===== config.mk =====
export PLATFORM = sky130hd
export DESIGN_NAME = wm_cycle_fsm_flat
export DESIGN_NICKNAME = d
export VERILOG_FILES = /design/src/rtl/wm_cycle_fsm_if.sv /design/src/rtl/wm_cycle_fsm.sv /design/src/flat_wrapper.sv
export SDC_FILE = /design/constraint.sdc
export NUM_CORES = 1
export LEC_CHECK = 0
export ABC_AREA = 1
export BUFFER_PORTS_ARGS = -buffer_cell sky130_fd_sc_hd__buf_2
export CORE_ASPECT_RATIO = 0.75
export CORE_MARGIN = 2
export CORE_UTILIZATION = 40
export DETAILED_ROUTE_END_ITERATION = 12
export PLACE_DENSITY = 0.59
export SLEW_MARGIN = 10
export SYNTH_ARGS = -nofsm -noshare
export SYNTH_HDL_FRONTEND = slang
export SYNTH_SLANG_ARGS = --single-unit

===== constraint.sdc =====
create_clock -name clock -period 2.7 [get_ports clock]
set_input_delay 0.405 -clock clock [delete_from_list [all_inputs] [get_ports clock]]
set_output_delay 0.405 -clock clock [all_outputs]
set_load 0.1 [all_outputs]

===== src/rtl/wm_cycle_fsm_if.sv =====
// Signal bundle between the wash-cycle sequencer and its environment
// (operator inputs, phase Timer handshake and actuator enables).
interface wm_cycle_fsm_if;
  logic       start;
  logic       cancel;
  logic       door_closed;
  logic       sig_Full;
  logic       sig_Temperature;
  logic       sig_Completed;
  logic [2:0] state;
  logic       water_valve;
  logic       heater;
  logic       motor;
  logic       motor_fast;
  logic       drain_pump;
  logic       door_lock;
  logic       done;
  logic       aborted;
  logic       fault;

  modport master (
    input  start, cancel, door_closed, sig_Full, sig_Temperature, sig_Completed,
    output state, water_valve, heater, motor, motor_fast, drain_pump,
           door_lock, done, aborted, fault
  );

  modport slave (
    output start, cancel, door_closed, sig_Full, sig_Temperature, sig_Completed,
    input  state, water_valve, heater, motor, motor_fast, drain_pump,
           door_lock, done, aborted, fault
  );
endinterface


===== src/rtl/wm_cycle_fsm.sv =====
// Wash-cycle sequencer: Moore FSM with repeated rinse, cancel-to-drain path
// and a per-phase watchdog; actuator enables are decoded from the state register.
module wm_cycle_fsm #(
  parameter int RINSE_CYCLES = 2,
  parameter int LOCK_CYCLES  = 4,
  parameter int WDOG_CYCLES  = 1024
) (
  input  logic          clock,
  input  logic          reset,
  wm_cycle_fsm_if.master bus
);

  localparam int RW = $clog2(RINSE_CYCLES) + 1;
  localparam int LW = $clog2(LOCK_CYCLES) + 1;
  localparam int WW = $clog2(WDOG_CYCLES) + 1;
  localparam logic [RW-1:0] RINSE_MAX = RW'(RINSE_CYCLES);
  localparam logic [LW-1:0] LOCK_LAST = LW'(LOCK_CYCLES - 1);
  localparam logic [WW-1:0] WDOG_LAST = WW'(WDOG_CYCLES - 1);

  typedef enum logic [2:0] {
    S_IDLE  = 3'd0,
    S_LOCK  = 3'd1,
    S_FILL  = 3'd2,
    S_HEAT  = 3'd3,
    S_WASH  = 3'd4,
    S_RINSE = 3'd5,
    S_SPIN  = 3'd6,
    S_DONE  = 3'd7
  } state_t;

  state_t        state_q, state_d;
  logic [RW-1:0] rinse_q, rinse_d;
  logic [LW-1:0] lock_q;
  logic [WW-1:0] wdog_q;
  logic          aborted_q, aborted_d;
  logic          fault_q, fault_d;
  logic          fin, active, timeout;

  always_comb begin
    fin       = 1'b0;
    state_d   = state_q;
    rinse_d   = rinse_q;
    aborted_d = aborted_q;
    fault_d   = fault_q;

    // Only the completion belonging to the current phase is honoured.
    case (state_q)
      S_FILL:                fin = bus.sig_Full;
      S_HEAT:                fin = bus.sig_Temperature;
      S_WASH, S_RINSE, S_SPIN: fin = bus.sig_Completed;
      default:               fin = 1'b0;
    endcase

    active  = (state_q inside {S_FILL, S_HEAT, S_WASH, S_RINSE, S_SPIN});
    timeout = active && !fin && (wdog_q == WDOG_LAST);

    if (bus.cancel && state_q == S_LOCK) begin
      state_d = S_IDLE;
    end else if (bus.cancel && (state_q inside {S_FILL, S_HEAT, S_WASH, S_RINSE})) begin
      state_d   = S_SPIN;
      aborted_d = 1'b1;
    end else if (timeout) begin
      state_d = S_DONE;
      fault_d = 1'b1;
    end else begin
      case (state_q)
        S_IDLE:
          if (bus.start && bus.door_closed) begin
            state_d   = S_LOCK;
            aborted_d = 1'b0;
            fault_d   = 1'b0;
            rinse_d   = '0;
          end
        S_LOCK:
          if (!bus.door_closed)       state_d = S_IDLE;
          else if (lock_q == LOCK_LAST) state_d = S_FILL;
        S_FILL:
          if (fin) state_d = (rinse_q == '0) ? S_HEAT : S_RINSE;
        S_HEAT:
          if (fin) state_d = S_WASH;
        S_WASH:
          if (fin) begin
            state_d = S_FILL;
            rinse_d = RW'(1);
          end
        S_RINSE:
          if (fin) begin
            if (rinse_q < RINSE_MAX) begin
              state_d = S_FILL;
              rinse_d = rinse_q + 1'b1;
            end else begin
              state_d = S_SPIN;
            end
          end
        S_SPIN:
          if (fin) state_d = S_DONE;
        S_DONE:
          if (!bus.door_closed) state_d = S_IDLE;
        default: state_d = S_IDLE;
      endcase
    end
  end

  always_ff @(posedge clock) begin
    if (reset) begin
      state_q   <= S_IDLE;
      rinse_q   <= '0;
      lock_q    <= '0;
      wdog_q    <= '0;
      aborted_q <= 1'b0;
      fault_q   <= 1'b0;
    end else begin
      state_q   <= state_d;
      rinse_q   <= rinse_d;
      aborted_q <= aborted_d;
      fault_q   <= fault_d;
      // Both phase timers restart whenever the state changes.
      if (state_d != state_q) begin
        lock_q <= '0;
        wdog_q <= '0;
      end else begin
        if (state_q == S_LOCK) lock_q <= lock_q + 1'b1;
        if (active)            wdog_q <= wdog_q + 1'b1;
      end
    end
  end

  assign bus.state       = state_q;
  assign bus.water_valve = (state_q == S_FILL);
  assign bus.heater      = (state_q == S_HEAT);
  assign bus.motor       = (state_q inside {S_WASH, S_RINSE, S_SPIN});
  assign bus.motor_fast  = (state_q == S_SPIN);
  assign bus.drain_pump  = (state_q == S_SPIN);
  assign bus.door_lock   = (state_q != S_IDLE) && (state_q != S_DONE);
  assign bus.done        = (state_q == S_DONE);
  assign bus.aborted     = aborted_q;
  assign bus.fault       = fault_q;

endmodule


===== src/flat_wrapper.sv =====
// flat-port wrapper written by rule: the top's interface ports become plain ports
module wm_cycle_fsm_flat 
#(
  parameter int RINSE_CYCLES = 2,
  parameter int LOCK_CYCLES  = 4,
  parameter int WDOG_CYCLES  = 1024
)
  (clock, reset, bus_start, bus_cancel, bus_door_closed, bus_sig_Full, bus_sig_Temperature, bus_sig_Completed, bus_state, bus_water_valve, bus_heater, bus_motor, bus_motor_fast, bus_drain_pump, bus_door_lock, bus_done, bus_aborted, bus_fault);
  wm_cycle_fsm_if bus_i ();
  input  logic clock;
  input  logic reset;
  input wire logic [$bits(bus_i.start)-1:0] bus_start;
  input wire logic [$bits(bus_i.cancel)-1:0] bus_cancel;
  input wire logic [$bits(bus_i.door_closed)-1:0] bus_door_closed;
  input wire logic [$bits(bus_i.sig_Full)-1:0] bus_sig_Full;
  input wire logic [$bits(bus_i.sig_Temperature)-1:0] bus_sig_Temperature;
  input wire logic [$bits(bus_i.sig_Completed)-1:0] bus_sig_Completed;
  output wire logic [$bits(bus_i.state)-1:0] bus_state;
  output wire logic [$bits(bus_i.water_valve)-1:0] bus_water_valve;
  output wire logic [$bits(bus_i.heater)-1:0] bus_heater;
  output wire logic [$bits(bus_i.motor)-1:0] bus_motor;
  output wire logic [$bits(bus_i.motor_fast)-1:0] bus_motor_fast;
  output wire logic [$bits(bus_i.drain_pump)-1:0] bus_drain_pump;
  output wire logic [$bits(bus_i.door_lock)-1:0] bus_door_lock;
  output wire logic [$bits(bus_i.done)-1:0] bus_done;
  output wire logic [$bits(bus_i.aborted)-1:0] bus_aborted;
  output wire logic [$bits(bus_i.fault)-1:0] bus_fault;
  assign bus_i.start = bus_start;
  assign bus_i.cancel = bus_cancel;
  assign bus_i.door_closed = bus_door_closed;
  assign bus_i.sig_Full = bus_sig_Full;
  assign bus_i.sig_Temperature = bus_sig_Temperature;
  assign bus_i.sig_Completed = bus_sig_Completed;
  assign bus_state = bus_i.state;
  assign bus_water_valve = bus_i.water_valve;
  assign bus_heater = bus_i.heater;
  assign bus_motor = bus_i.motor;
  assign bus_motor_fast = bus_i.motor_fast;
  assign bus_drain_pump = bus_i.drain_pump;
  assign bus_door_lock = bus_i.door_lock;
  assign bus_done = bus_i.done;
  assign bus_aborted = bus_i.aborted;
  assign bus_fault = bus_i.fault;
  wm_cycle_fsm #(.RINSE_CYCLES(RINSE_CYCLES), .LOCK_CYCLES(LOCK_CYCLES), .WDOG_CYCLES(WDOG_CYCLES)) u_core (.clock(clock), .reset(reset), .bus(bus_i));
endmodule

# Word-level counts from Yosys, hierarchy flattened
# Index checks and enable logic that the tools add are counted.
[totals]
reg_bits = 21
in_bits = 8
out_inout_bits = 12
wordCells = 78
[op_classes]
add_sub_neg = 3
order_cmp = 1
eq_ne = 16
n_mux = 26
n_bitwise = 3
n_reduce_logical = 23
[ops]
columns = ["cell", "n"]
rows = [
  ["3-bit two-way mux", 14],
  ["3-bit case mux with 8 select lines", 1],
  ["3-bit == test, second input constant", 4],
  ["11-bit by 1-bit adder with 11-bit output, second input constant", 1],
  ["11-bit by 10-bit == test with 1-bit output, second input constant", 1],
  ["3-bit by 2-bit == test with 1-bit output, second input constant", 3],
  ["3-bit nonzero test", 3],
  ["2-bit two-way mux", 4],
  ["4-bit AND reduction", 2],
  ["8-bit AND reduction", 1],
  ["2-bit nonzero test", 4],
  ["1-bit logical AND", 6],
  ["2-bit by 1-bit != test with 1-bit output, second input constant", 3],
  ["2-bit case mux with 3 select lines", 1],
  ["1-bit two-way mux", 5],
  ["5-bit nonzero test", 1],
  ["2-bit != test, second input constant", 2],
  ["4-bit nonzero test", 1],
  ["3-bit by 1-bit adder with 3-bit output, second input constant", 1],
  ["3-bit by 1-bit == test with 1-bit output, second input constant", 1],
  ["3-bit logical NOT", 1],
  ["3-bit != test", 1],
  ["3-bit != test, second input constant", 1],
  ["1-bit inverter", 3],
  ["7 further kinds", 7],
]

# Longest topological paths before layout
# Gate-level depths: netlist (run 1).
[logic_depth]
ltp_word = 11
depth_mapped = 17

# Worst setup path after synthesis (run 1)
# No wires, ideal clock.
[synth_path]
kind = "reg-to-reg"
startpoint = "reg u_core.state_q[1], in the netlist u_core.bus.state[1]"
endpoint = "reg u_core.lock_q[2]"
setup_ns = 0.073
arrival_time_ns = 3.678
required_time_ns = 2.627
slack_ns = -1.051
stages_incl_launch_ff = 15
n_path_buf = 2
synth_period_minus_slack_ns = 3.751
cell_sequence = "dfxtp_1 buf_6 nand2_2 nor2_1 nand4_1 nand2_1 inv_1 nand3_1 nand2_1 nand2_1 nor2_1 nor2_2 nand3_2 buf_6 nor3_2"
[synth_rtl]
columns = ["item", "line", "text"]
rows = [
  ["start: declaration", "wm_cycle_fsm.sv:31", "state_t state_q, state_d;"],
  ["start signal: assignment", "wm_cycle_fsm.sv:113", "state_q <= state_d;"],
  ["3-bit by 2-bit == test with 1-bit output (*)", "n/a", ""],
  ["via bus_heater", "flat_wrapper.sv:20", "output wire logic [$bits(bus_i.heater)-1:0] bus_heater;"],
  ["parallel branches: the longest is 5 deep, another holds 3-bit case mux with 8 select lines", "n/a", ""],
  ["3-bit two-way mux (*)", "wm_cycle_fsm.sv:59", "end else if (bus.cancel && (state_q inside {S_FILL, S_HEAT, S_WASH, S_RINSE})) begin"],
  ["3-bit two-way mux (*)", "wm_cycle_fsm.sv:57", "if (bus.cancel && state_q == S_LOCK) begin"],
  ["3-bit != test (*)", "wm_cycle_fsm.sv:118", "if (state_d != state_q) begin"],
  ["2-bit OR reduction (no line) (*)", "n/a", ""],
  ["end signal: assignment", "wm_cycle_fsm.sv:122", "if (state_q == S_LOCK) lock_q <= lock_q + 1'b1;"],
  ["end: declaration", "wm_cycle_fsm.sv:33", "logic [LW-1:0] lock_q;"],
]
# Mark *: on every way through the listed nets, which the timed path passes.
# A chain may end at the register's enable or synchronous reset.

# Worst setup path in the final report (run 1)
[layout_path]
startpoint = "reg u_core.state_q[2], in the netlist u_core.bus.state[2]"
endpoint = "reg u_core.wdog_q[4]"
[layout_via]
elab_chain_cells = 11
[layout_rtl]
columns = ["item", "line", "text"]
rows = [
  ["parallel branches: the longest is 11 deep, another holds 3-bit case mux with 8 select lines", "n/a", ""],
  ["end signal: assignment", "wm_cycle_fsm.sv:123", "if (active) wdog_q <= wdog_q + 1'b1;"],
  ["end: declaration", "wm_cycle_fsm.sv:34", "logic [WW-1:0] wdog_q;"],
]
# Parallel ways; which one is timed is not known.

==> results of run 1 <==
cells in the final DEF (no fill, tap or decap):
cell	count
nor3_1	4
nand2_1	42
nand3b_1	1
a31oi_1	2
ha_1	7
o21a_1	1
nor2_2	3
nor4_1	1
nand2_2	4
buf_4	1
nand3_2	4
a211oi_1	2
o21ai_1	1
inv_1	24
dfxtp_1	18
a21oi_1	8
nor2_4	3
inv_8	1
clkinv_2	1
o2111ai_1	1
nand3_4	2
a21oi_2	1
inv_2	2
mux2i_1	2
xnor2_1	3
nand2_4	3
nor3_2	10
dfxtp_2	3
nand4_1	6
nor2_1	19
buf_2	19
nand4_2	2
xor2_1	7
nand3_1	9
nor3_4	1
clkinv_4	1
o21ai_0	2
clkbuf_8	3
flip-flops by register name, summed over array words and instances, names as in the netlist:
| register | cells |
|---|---|
| u_core.bus.aborted | 1 |
| u_core.bus.state | 3 |
| u_core.wdog_q | 11 |
| u_core.bus.fault | 1 |
| u_core.rinse_q | 2 |
| u_core.lock_q | 3 |
layout make-up:
class | count | area (µm²)
Sequential cell | 21 | 424
Clock inverter | 1 | 5.00
Inverter | 28 | 118
Clock buffer | 3 | 41.3
Tap cell | 52 | 65.1
Timing Repair Buffer | 20 | 103
Multi-Input combinational cell | 151 | 976
Fill cell | 372 | 1980
worst max-delay path: stages, from the launching register on:
cell     delay [ns]
dfxtp_2        0.56
ha_1           0.34
nor2_1         0.20
inv_1          0.09
nand2_1        0.13
inv_2          0.05
nand4_1        0.12
nand2_1        0.09
nand2_1        0.06
nand2_1        0.06
nor2_2         0.08
nand3_2        0.30
nor3_1         0.24
worst paths after layout:
path / startpoint / endpoint / slack, ns / cells after the start
worst max register to register: u_core.bus.state[2]$_SDFF_PP0_ / u_core.wdog_q[4]$_SDFFE_PP0N_ / 0.28 / 12
worst min-delay path: reset / u_core.bus.fault$_SDFFE_PP0P_ / 0.43 / 2
worst max-delay path: u_core.bus.state[2]$_SDFF_PP0_ / u_core.wdog_q[4]$_SDFFE_PP0N_ / 0.28 / 12
worst min register to register: u_core.bus.aborted$_SDFFE_PP0P_ / u_core.bus.aborted$_SDFFE_PP0P_ / 0.47 / 2
report_power, final:
part	internal, mW	leakage (nW)	total, mW	switching, mW
sequential	0.316	0.171	0.324	0.00783
clock	0.103	0.0255	0.201	0.0989
combinational	0.0276	0.612	0.0987	0.0710
synth_stat cells (3+ instances only):
| library cell | count |
|---|---|
| xor2_1 | 7 |
| nor2_2 | 4 |
| nor3_1 | 4 |
| xnor2_1 | 3 |
| nand2_4 | 3 |
| a21oi_1 | 9 |
| buf_6 | 5 |
| dfxtp_1 | 21 |
| nand3_1 | 9 |
| nand2_2 | 4 |
| nand2_1 | 42 |
| ha_1 | 7 |
| nand3_2 | 4 |
| inv_1 | 24 |
| nor3_2 | 10 |
| nand4_1 | 6 |
| nor2_1 | 20 |
logic make-up after synthesis:
logic type	after synthesis	synth area share (%)
simple gates	114	42.2
buf+inv	35	11.8
flops	21	26.9
compound gates	18	6.63
xor+xnor	10	5.60
fa+ha+maj	7	5.60
mux	2	1.28
stage by stage:
stage	setup WS [ns]	hold slack, ns	power [mW]
floorplan	0.0841	0.456	0.413
global placement	0.352	0.453	0.431
detailed placement	0.286	0.455	0.429
CTS	0.267	0.416	0.634
global route	0.0262	0.424	0.658
finish	0.281	0.428	0.624
per-layer routing:
layer	wire, µm	track usage, %	vias up
met5	0	0	-
met4	17	3.12	0
met3	209	3.27	2
met2	1230	23.1	34
met1	1730	24.0	572
li1	-	-	711
==> metrics.txt, run 1 <==
status=completed; final routed DRC violation total=0; Fin. Hold Viols=0; Initial Util=42.2%; leading area contributor after synthesis=dfxtp_1; FFs w/ async S/R, synth=0%; synthesis-to-layout area growth=10.6%; post-route ant nets=0; Max Fclk=413 MHz; overall routed net length=3180 µm; core box area=0.00371 mm²; leakage=0.809 nW; min Tclk post-route=2.42 ns; nets=240; hold buffer count at cts=0; Yosys top cell area share=26.9%; CTS Buf Count=3; Clock Latency Late Sink=0.25 ns; placed cell areas=0.00169 mm²; Slew Limit Fails=0; dpl cells=272; first-pass GRT wire length=5640 µm; Min-Delay Path Class=primary input to flip-flop; ratio of final minimum period to clock period=89.6%; CTS Root Cell=clkbuf_8; vias=1319; vias in the first global route=1224; initial DRC count=78; fraction of layout cells with a size suffix above 1=28.6%; Worst VDD drop=0.323 mV; Die ar.=0.00443 mm²; largest cells by area after synthesis=dfxtp_1 27%, nand2_1 10%, nor3_2 6.4%; sequential fraction of the synthesis area=26.9%; max_cap viols=0; Setup crit end kind=flip-flop; CTS clock-pin slew for the worst setup and hold paths=0.08 ns; cells after synthesis=207; antenna violations before repair=0; largest net degree at the start of global routing=15; Relative slew margins=65.0%; wire per inst=11.5 µm; GRT Resource Usage Total=15.8%; drt pass-1 iters=4; post-synth net total=222; Post-CTS Setup Inserts=0; final setup vio count=0; Seq cells post-synth=21; Synth Warn #=0; Vias/cell=4.78; CP Data Arrival Time=2.59 ns; grt ovf=0; Post-Layout Inst Area=0.00173 mm²; Worst setup SP type=flip-flop; critical path fanouts, max=14; Critical Path RT=2.87 ns; ANT cells=0; I/O pin count=20; Sink Count=21; total power divided by cell area=360 mW/mm²; Syn Std Cell Area=0.00157 mm²; Post-DP HPWL=2580 µm; Resize count post-CTS=0; setup_tns=0 ns; number of port buffers=19; Finished Layout Cells=276; row count=19; RSZ-0062 raised after global routing=false; Syn Area/Cell=7.56 µm²; die span in x=76.2 µm; H-tree Lvls=1; post-synthesis cell type count=35; CTS tree=done; Routability Congestion=0.883; worst slew pin tran=0.521 ns; commonest register cell after synthesis=dfxtp_1; Die Span Y=58.2 µm; WS Path Type=flip-flop to flip-flop; clk_skew=0.00281 ns; Util after Layout=46.7%; number of synthesized flops with an enable pin=0; Max clock buf depth=2
(Power assumes the default switching activity.)
==> run 2, diff against run 1 <==
--- a/config.mk
+++ b/config.mk
@@ -5,13 +5,12 @@
 export SDC_FILE = /design/constraint.sdc
 export NUM_CORES = 1
 export LEC_CHECK = 0
-export ABC_AREA = 1
 export BUFFER_PORTS_ARGS = -buffer_cell sky130_fd_sc_hd__buf_2
 export CORE_ASPECT_RATIO = 0.75
 export CORE_MARGIN = 2
 export CORE_UTILIZATION = 40
 export DETAILED_ROUTE_END_ITERATION = 12
-export PLACE_DENSITY = 0.59
+export PLACE_DENSITY = 0.61
 export SLEW_MARGIN = 10
 export SYNTH_ARGS = -nofsm -noshare
 export SYNTH_HDL_FRONTEND = slang
==> constraint.sdc (replaced) <==
create_clock -name clock -period 2.2 [get_ports clock]
set_input_delay 0.33 -clock clock [delete_from_list [all_inputs] [get_ports clock]]
set_output_delay 0.33 -clock clock [all_outputs]
set_load 0.1 [all_outputs]
==> metrics.txt, run 2 <==
final routed DRC violation total=0 (unchanged); Critical Path, Cell by Cell=inv_2 -> ha_4 -> a2111oi_4 -> a31o_1 -> nor3_1 -> a311o_1 -> buf_12 -> nor4_2; CTS clock-pin slew for the worst setup and hold paths=0.08 ns (about the same); CTS Buf Count=3 (unchanged); post-synthesis compound-gate area fraction=16.4% (+9.8 points); leading area contributor after synthesis=dfxtp_1; Util after Layout=57.3% (+11 points); max reg flops=11 (unchanged); CTS tree=done; mux contribution to synthesized area=3.22% (+1.9 points); wire per inst=15.6 µm (+35%); GRT Resource Usage Total=19.5% (+3.7 points); vias=1550 (+18%); Syn Area/Cell=8.64 µm² (+14%); CP Data Arrival Time=2.38 ns (-0.21 ns); most frequent cell after synthesis=dfxtp_1; nets=235 (-2.1%); largest cells by area after synthesis=dfxtp_1 27%, nor4_2 8.0%, ha_1 5.6%; Initial Util=42.2% (about the same); commonest register cell after synthesis=dfxtp_1; Setup crit end kind=flip-flop; fraction of layout cells with a size suffix above 1=42.0% (+13 points); Post-Synth XOR/XNOR Area=6.19% (+0.60 points); Relative slew margins=67.6% (+2.7 points); leakage=0.785 nW (-3.0%); largest net degree at the start of global routing=15 (unchanged); Min-Delay Path Class=primary input to flip-flop; status=finished with violations; ANT cells=0 (unchanged); antenna violations before repair=0 (unchanged); synthesis-to-layout area growth=35.7%; Synth Area in Simple Gates=35.0% (-7.2 points); overall routed net length=4230 µm (+33%); Largest Register=u_core.wdog_q; Post-DP HPWL=3180 µm (+23%); first-pass GRT wire length=6930 µm (+23%); Clock Latency Late Sink=0.26 ns (about the same); min Tclk post-route=2.20 ns (-0.215 ns); Worst VDD drop=0.326 mV (+1.2%); post-synth net total=195 (-12%); drt pass-1 iters=5 (+1); slowest stage delay, CP=0.42 ns (-0.14 ns); core box area=0.00368 mm² (-0.64%); final setup vio count=1 (+1); total power divided by cell area=407 mW/mm² (+13%); clk_skew=0.00205 ns (-0.000758 ns); Critical Path RT=2.37 ns (-0.50 ns); Seq cells post-synth=21 (unchanged); post-synthesis cell type count=50 (+43%); sequential fraction of the synthesis area=27.0% (+0.17 points); Fillers=337 (-9.4%); setup_tns=-0.00430 ns (-0.00430 ns); H-tree Lvls=1 (unchanged); Slew Limit Fails=0 (unchanged); initial DRC count=72 (-7.7%); Yosys top cell area share=27.0% (+0.17 points); Tot Pwr=0.858 mW (+38%); CP max stage cell=dfxtp_4; Worst setup SP type=flip-flop; number of port buffers=19 (unchanged); Adder-Cell Fraction of Synth Area=5.63% (+0.036 points); CTS Root Cell=clkbuf_8; worst setup margin=-0.00430 ns (-0.285 ns); number of synthesized flops with an enable pin=0 (unchanged); Max clock buf depth=2 (unchanged); Commonest cells post-synth=21 x dfxtp_1, 15 x nand2_1, 15 x nor2_1, 10 x nor4_2, 8 x inv_1; die span in x=76 µm (-0.30%); max_cap viols=0 (unchanged); RSZ-0062 raised after global routing=true; post-route ant nets=0 (unchanged); grt ovf=0 (unchanged); main combinational cell family by area after synthesis=simple AND/OR/NAND/NOR gates; failing checks=setup timing; cells after synthesis=180 (-13%); hold buffer count at cts=0 (unchanged); Synth Warn #=0 (unchanged); Die ar.=0.00441 mm² (-0.60%); Fin. Hold Viols=0 (unchanged); Syn Std Cell Area=0.00156 mm² (-0.64%); worst slew pin tran=0.489 ns (-0.0319 ns); commonest cells after routing, fill and taps aside=23 x buf_4, 19 x buf_2, 18 x dfxtp_1, 15 x nand2_1, 11 x nor2_1; I/O pin count=20 (unchanged); commonest non-fill, non-tap cell in the layout=buf_4; FFs w/ async S/R, synth=0% (unchanged); Die Span Y=58 µm (-0.30%); Vias/cell=5.72 (+20%); vias in the first global route=1449 (+18%); Sink Count=21 (unchanged); Routability Congestion=0.948 (+7.4%); WS Path Type=flip-flop to flip-flop; ratio of final minimum period to clock period=100% (+11 points); worst hold margin=0.357 ns (-0.0703 ns); critical path fanouts, max=14 (unchanged); row count=19 (unchanged); Max Fclk=454 MHz (+9.8%)
run 2: stage by stage:
step           setup WS [ns]  cells  instance area (µm²)
2_1_floorplan         -0.284    180                 1650
3_3_place_gp          0.0243    265                 1950
3_5_place_dp         -0.0494    265                 1950
4_1_cts             0.000463    271                 2040
5_1_grt              -0.0823    271                 2110
6_report            -0.00430    271                 2110
run 2: area by class of cell:
cell class                 count  area [µm²]  area share [%]
multi-input combinational    140        1190            56.2
sequential                    21         429            20.3
timing repair buffer          46         348            16.5
tap                           52        65.1            3.08
clock buffer                   3        41.3            1.96
inverter                       8        36.3            1.72
clock inverter                 1        5.00           0.237
run 2: where the power goes:
part / internal (mW) / switching [mW] / leakage, nW / total (mW)
clock: 0.126 / 0.131 / 0.0255 / 0.257
combinational: 0.0794 / 0.131 / 0.588 / 0.210
sequential: 0.383 / 0.00857 / 0.171 / 0.392
total: 0.589 / 0.270 / 0.785 / 0.858
run 2: repair_timing:
| item | 4_1_cts | 5_1_grt |
|---|---|---|
| hold endpoints to repair | 0 | 0 |
| resized for setup | 4 | 10 |
| endpoints found under the setup margin | 12 | 14 |
| buffers inserted | 2 | 0 |
| pin swaps | 1 | 0 |
run 2: final timing paths:
kind | cells past startpoint | endpoint | slack, ns | from
worst max-delay path | 8 | u_core.wdog_q[3]$_SDFFE_PP0N_ | -0.004 | u_core.bus.state[1]$_SDFF_PP0_
worst min-delay path | 2 | u_core.bus.state[0]$_SDFF_PP0_ | 0.36 | reset
worst max register to register | 8 | u_core.wdog_q[3]$_SDFFE_PP0N_ | -0.004 | u_core.bus.state[1]$_SDFF_PP0_
worst min register to register | 2 | u_core.bus.aborted$_SDFFE_PP0P_ | 0.51 | u_core.bus.aborted$_SDFFE_PP0P_
run 2: cells by family after synthesis:
group / after synthesis
simple gates: 84
mux: 5
xor+xnor: 11
flops: 21
compound gates: 33
fa+ha+maj: 7
buf+inv: 19
run 2: metal layers:
layer | track usage [%] | share of wire, % | vias to the layer above
met2 | 32.1 | 45 | 58
met3 | 3.43 | 5.6 | 11
li1 | - | - | 752
met4 | 6.23 | 2.3 | 0
met1 | 26.5 | 47 | 729
met5 | 0 | 0 | -
run 2: critical path: cells and delay by family (launching register included):
family                   cells  cell delay, ns
AND/OR/NAND/NOR              2            0.22
buffers and inverters        2            0.24
flip-flops                   1            0.42
AO/OA/AOI/OAI                3            1.00
adder cells (fa/ha/maj)      1            0.25
